File: config.mk
export PLATFORM = sky130hd
export DESIGN_NAME = lsu
export DESIGN_NICKNAME = d
export VERILOG_FILES = /design/src/rtl/cpu_pkg.sv /design/src/rtl/lsu_extract.sv /design/src/rtl/lsu.sv
export SDC_FILE = /design/constraint.sdc
export NUM_CORES = 1
export LEC_CHECK = 0
export CORE_MARGIN = 2
export CORE_UTILIZATION = 47
export DETAILED_ROUTE_END_ITERATION = 10
export GPL_TIMING_DRIVEN = 0
export PLACE_DENSITY = 0.89
export SKIP_CTS_REPAIR_TIMING = 1
export SLEW_MARGIN = 20
export SYNTH_ARGS = -nofsm -noshare
export SYNTH_HDL_FRONTEND = slang
export SYNTH_HIERARCHICAL = 1
export SYNTH_SLANG_ARGS = --single-unit
File: constraint.sdc
create_clock -name clk -period 6.8 [get_ports clk]
set_input_delay 1.36 -clock clk [delete_from_list [all_inputs] [get_ports clk]]
set_output_delay 1.36 -clock clk [all_outputs]
set_load 0.1 [all_outputs]
File: src/rtl/cpu_pkg.sv
// Shared CPU definitions: MemOp encodings, LSU state encoding and store-lane helpers.
// Used by the decoder, the datapath and the load/store unit.
package cpu_pkg;

  localparam logic [2:0] MOP_B  = 3'b000;
  localparam logic [2:0] MOP_H  = 3'b001;
  localparam logic [2:0] MOP_W  = 3'b010;
  localparam logic [2:0] MOP_BU = 3'b100;
  localparam logic [2:0] MOP_HU = 3'b101;

  typedef enum logic [2:0] {
    LSU_IDLE,
    LSU_WR,
    LSU_RD,
    LSU_RDW,
    LSU_RESP
  } lsu_state_e;

  // Access size comes from the low two MemOp bits; any code other than 00/01 is a word.
  function automatic logic mop_aligned(input logic [1:0] sz, input logic [1:0] off);
    case (sz)
      2'b00:   return 1'b1;
      2'b01:   return ~off[0];
      default: return off == 2'b00;
    endcase
  endfunction

  function automatic logic [3:0] mop_wmask(input logic [1:0] sz, input logic [1:0] off);
    case (sz)
      2'b00:   return 4'b0001 << off;
      2'b01:   return 4'b0011 << off;
      default: return 4'b1111;
    endcase
  endfunction

  function automatic logic [31:0] mop_wdata(input logic [1:0] sz, input logic [31:0] data);
    case (sz)
      2'b00:   return {4{data[7:0]}};
      2'b01:   return {2{data[15:0]}};
      default: return data;
    endcase
  endfunction

endpackage

File: src/rtl/lsu_extract.sv
// Load lane select and sign/zero extension of a 32-bit RAM word.
// Purely combinational so it can be shared with future fetch half-word logic.
module lsu_extract
  import cpu_pkg::*;
(
  input  logic [31:0] word,
  input  logic [1:0]  off,
  input  logic [2:0]  mem_op,
  output logic [31:0] result
);

  logic [31:0] shifted;
  logic [7:0]  byte_lane;
  logic [15:0] half_lane;
  logic        sext;

  always_comb begin
    shifted   = word >> {off, 3'b000};
    byte_lane = shifted[7:0];
    half_lane = off[1] ? word[31:16] : word[15:0];
    sext      = ~mem_op[2];
    case (mem_op[1:0])
      2'b00:   result = {{24{sext & byte_lane[7]}}, byte_lane};
      2'b01:   result = {{16{sext & half_lane[15]}}, half_lane};
      default: result = word;
    endcase
  end

endmodule

File: src/rtl/lsu.sv
// RV32I load/store unit: one data-memory access per request against a
// synchronous-read word RAM, with a busy/done handshake for pipeline stalls.
module lsu
  import cpu_pkg::*;
#(
  parameter int MEM_AW = 15
) (
  input  logic              clk,
  input  logic              rst,
  input  logic              req,
  input  logic              MemWr,
  input  logic [2:0]        MemOp,
  input  logic [31:0]       addr,
  input  logic [31:0]       wdata,
  output logic              busy,
  output logic              done,
  output logic [31:0]       rdata,
  output logic              misalign,
  output logic [MEM_AW-1:0] mem_addr,
  output logic              mem_re,
  output logic              mem_we,
  output logic [3:0]        mem_wmask,
  output logic [31:0]       mem_wdata,
  input  logic [31:0]       mem_rdata
);

  lsu_state_e        state_q, state_d;
  logic [MEM_AW-1:0] addr_q, addr_d;
  logic [1:0]        off_q, off_d;
  logic [2:0]        op_q, op_d;
  logic [3:0]        wmask_q, wmask_d;
  logic [31:0]       wdata_q, wdata_d;
  logic [31:0]       rdata_q, rdata_d;
  logic              misalign_q, misalign_d;
  logic [31:0]       load_val;

  // High address bits alias onto the RAM; they are intentionally dropped.
  logic unused_addr_bits;
  assign unused_addr_bits = ^addr[31:MEM_AW+2];

  lsu_extract u_extract (
    .word   (mem_rdata),
    .off    (off_q),
    .mem_op (op_q),
    .result (load_val)
  );

  always_comb begin
    state_d    = state_q;
    addr_d     = addr_q;
    off_d      = off_q;
    op_d       = op_q;
    wmask_d    = wmask_q;
    wdata_d    = wdata_q;
    rdata_d    = rdata_q;
    misalign_d = misalign_q;
    case (state_q)
      LSU_IDLE: begin
        if (req) begin
          addr_d  = addr[MEM_AW+1:2];
          off_d   = addr[1:0];
          op_d    = MemOp;
          wmask_d = mop_wmask(MemOp[1:0], addr[1:0]);
          wdata_d = mop_wdata(MemOp[1:0], wdata);
          if (!mop_aligned(MemOp[1:0], addr[1:0])) begin
            state_d    = LSU_RESP;
            rdata_d    = '0;
            misalign_d = 1'b1;
          end else if (MemWr) begin
            state_d = LSU_WR;
          end else begin
            state_d = LSU_RD;
          end
        end
      end
      LSU_WR: begin
        state_d    = LSU_RESP;
        rdata_d    = '0;
        misalign_d = 1'b0;
      end
      LSU_RD:  state_d = LSU_RDW;
      LSU_RDW: begin
        state_d    = LSU_RESP;
        rdata_d    = load_val;
        misalign_d = 1'b0;
      end
      LSU_RESP: state_d = LSU_IDLE;
      default:  state_d = LSU_IDLE;
    endcase
  end

  always_ff @(posedge clk or posedge rst) begin
    if (rst) begin
      state_q    <= LSU_IDLE;
      addr_q     <= '0;
      off_q      <= '0;
      op_q       <= '0;
      wmask_q    <= '0;
      wdata_q    <= '0;
      rdata_q    <= '0;
      misalign_q <= 1'b0;
    end else begin
      state_q    <= state_d;
      addr_q     <= addr_d;
      off_q      <= off_d;
      op_q       <= op_d;
      wmask_q    <= wmask_d;
      wdata_q    <= wdata_d;
      rdata_q    <= rdata_d;
      misalign_q <= misalign_d;
    end
  end

  // Every output is a register or a decode of the state register.
  assign busy      = (state_q != LSU_IDLE);
  assign done      = (state_q == LSU_RESP);
  assign mem_we    = (state_q == LSU_WR);
  assign mem_re    = (state_q == LSU_RD);
  assign mem_wmask = mem_we ? wmask_q : 4'b0000;
  assign mem_addr  = addr_q;
  assign mem_wdata = wdata_q;
  assign rdata     = rdata_q;
  assign misalign  = misalign_q;

endmodule

==> impl.org <==
** STA
- Final worst clock skew :: 0.005189 ns
- For the pin with the worst max-slew slack, the measured transition is approximately 1 ns.
- Achievable clock frequency :: 240.8 MHz
- Total negative slack :: 0 ns
- RSZ-0062 raised after global routing :: false
- Headroom to the max-slew limit came out at between 30% and 40%.
- Setup violations remaining at the end of the flow were counted as 0.
- Dividing the final minimum period by the clock period gives between 60 and 70%.
- The final hold violation count is 0.
- Final critical path time including I/O delays and setup :: just over 4 ns
- Number of pins with negative max-slew slack in the final report :: 0

** Floorplanning
- Die Y :: 104.7 µm
- Initial Util :: 48.56%
- The die covers around 0.011 mm².
- Cell row count :: 36
- Area inside the core boundary :: between 0.009 and 0.01 mm²
- During I/O placement, the number of pins put on the boundary was between 150 and 200.
- Floorplan die width :: roughly 100 µm

** Yosys
- In this run the biggest area consumer among cell types represents about half of the synthesized area.
- A synthesized cell averages roughly 10 µm².
- The number of different library cells used by synthesis comes to 36.
- Sequential share of the synthesized area :: between 40% and 50%
- Counting flops and latches in the post-synthesis netlist gives slightly above 90.
- Post-synth net total :: between 500 and 600
- Counting flops with an async set or reset pin after synthesis yields a share of 100.0%.
- The synthesized netlist occupies a cell area of 0.004768 mm².
- Summed over all instances, the cell type with the most area after synthesis is dfrtp_1.
- The cell count after synthesis came out at 457.
- The most used flip-flop cell after synthesis is dfrtp_1.
- After synthesis, the cell types taking the most area are dfrtp_1 (48%), mux2_2 (8.5%), mux2i_1 (6.9%), nand2_1 (5.1%), a21oi_1 (4.8%).
- Yosys printed 6 warnings.
- Number of enable-type register cells in the synthesized netlist :: 0

** Clock tree
- CTS built an H-tree with a depth of 3.
- Cts bufs inserted :: 9
- Clock slew at reported path FFs :: about 0.090 ns
- Worst-Skew Late Latency :: between 0.3 and 0.4 ns
- TritonCTS clock tree :: done
- Counting every sink on the clock net gives 92.
- The cell sitting at the root of the clock tree is a clkbuf_8.
- Maximum number of buffers from clock root to sink :: 2

** Routing
- 1st-pass router iterations :: 4
- Routed Antenna Nets :: 0
- In the final routed layout, each cell accounts on average for between 15 and 20 µm.
- Vias per cell :: roughly 5.5
- The routed layout has approximately 4300 vias.
- After detailed routing, the number of remaining DRC violations is 0.
- DRC violation total after the first TritonRoute iteration :: between 150 and 200
- The routed design has 13710 µm of wire.

** GRT
- The first global-routing pass estimated 22380 µm of wire.
- Global-route total usage across every layer :: between 20 and 30%
- Maximum number of pins on one net before global-route repair :: between 50 and 60
- Initial antenna violation count :: 0
- Vias in the first global route :: around 4600
- Global route overflow :: 0

** Placed design
- Final weighted congestion of routability-driven global placement :: ~0.9
- During placement, the flow inserted port buffers numbering 174.
- Estimated wirelength of the detail-placed design :: 10330 µm

** Layout
- Layout cell share with drive strength beyond 1 :: between 15 and 20%
- Leading cell types in the layout, fill and taps excluded :: clkdlybuf4s50_1 (174), dfrtp_1 (92), nand2_1 (65)
- After the last flow step, the layout net total stands at about 750.
- Seq. cell area :: between 0.002 and 0.0025 mm²
- From synthesis to final layout, the design area changed by 44.82%.
- The filler cells instantiated in the layout total 735.
- Area of combinational cells with multiple inputs :: 0.002208 mm²
- The repair_antennas step left the layout with diodes totalling 0.
- The library cell used most frequently in the layout, excluding fill and tap cells, is clkdlybuf4s50_1.

** Worst setup path
- STA classifies the critical path startpoint as a register.
- Kind of end point of the critical path :: output port
- Critical Path AT :: about 2.8 ns
- By startpoint and endpoint, the worst setup path is classified as register to output port.
- Highest fanout seen on the critical path :: 8
- Required time reported for the critical path endpoint :: 5.44 ns

** Flow run
- Max-capacitance violation count :: 0

** Min path
- Hold Crit Class :: register to register

** Run status
- Run status :: complete, no violations
-- routing by layer --
metal  vias up  GRT usage [%]  wire (µm)
met5         -              0          0
met4         0          11.33        448
met3        38          6.425       1189
met2       230          42.76       6697
met1      2069          30.70       5374
li1       1986              -          -
-- registers in the layout (all words and copies together) (netlist names) --
signal     cells
mem_addr      15
off_q          2
mem_wdata     32
misalign       1
op_q           3
wmask_q        4
rdata         32
state_q        3
-- final timing paths --
| path | from | end | slack [ns] | cells after the start |
|---|---|---|---|---|
| min in group asynchronous | rst | mem_addr[5] | 1.41 | 2 |
| setup reg to reg | op_q[1] | rdata[0] | 4.88 | 6 |
| hold / removal | op_q[2] | op_q[2] | 0.50 | 1 |
| hold reg to reg | op_q[2] | op_q[2] | 0.50 | 1 |
| max in group asynchronous | rst | rdata[10] | 4.78 | 3 |
| setup / recovery | state_q[2] | mem_wmask[1] | 2.65 | 5 |
-- metrics by stage --
step / setup slack (ns) / cells / cell area [µm²] / hold WS (ns) / util, %
after floorplan: 2.447 / 457 / 4768 / 0.4728 / -
after global placement: 1.776 / 764 / 6676 / 0.4848 / 67.99
after detailed placement: 3.052 / 765 / 6706 / 0.4900 / 68.30
after CTS: 2.651 / 780 / 6905 / 0.5108 / 70.32
after global routing: 2.495 / 780 / 6905 / 0.5179 / 70.32
final: 2.648 / 780 / 6905 / 0.5038 / 70.32
-- worst max-delay path, cell delays in order (launching register included) --
cell,delay [ns]
dfrtp_1,0.46
nand2b_1,0.17
buf_2,0.19
nor2_1,0.28
and2_1,0.19
clkdlybuf4s50_1,1.16
-- final cells by class --
type                    instances  share of cell area [%]
flip-flops and latches         92                   33.34
multi-input cells             323                   31.98
repair buffers                175                   25.62
plain buffers                  37                   3.461
well taps                     133                   2.410
clock buffers                  10                   1.993
clock inverters                 5                  0.8878
inverters                       5                  0.3080
-- cells in the mapped netlist, drive strengths merged (2+ instances only) --
cell	number
a21oi	57
nand2b	4
and2	4
o21ai	25
inv	5
a221o	8
nor3b	3
dfrtp	92
mux2i	33
clkbuf	11
nor2b	2
nand3	34
a22o	9
buf	26
or2	2
mux2	37
nor2	25
nand2	66
o221a	8
-- logic make-up (layout without fill, tap and decap cells) --
group           Yosys count  after routing  share of synthesized area [%]
simple gates            143            143                          14.30
compound gates          109            109                          15.80
flops                    92             92                          48.28
buf+inv                  42            232                          5.405
mux                      71             71                          16.22
Power is not shown: default switching activity piles up to over one toggle a cycle in this logic, so the estimate is an artifact.
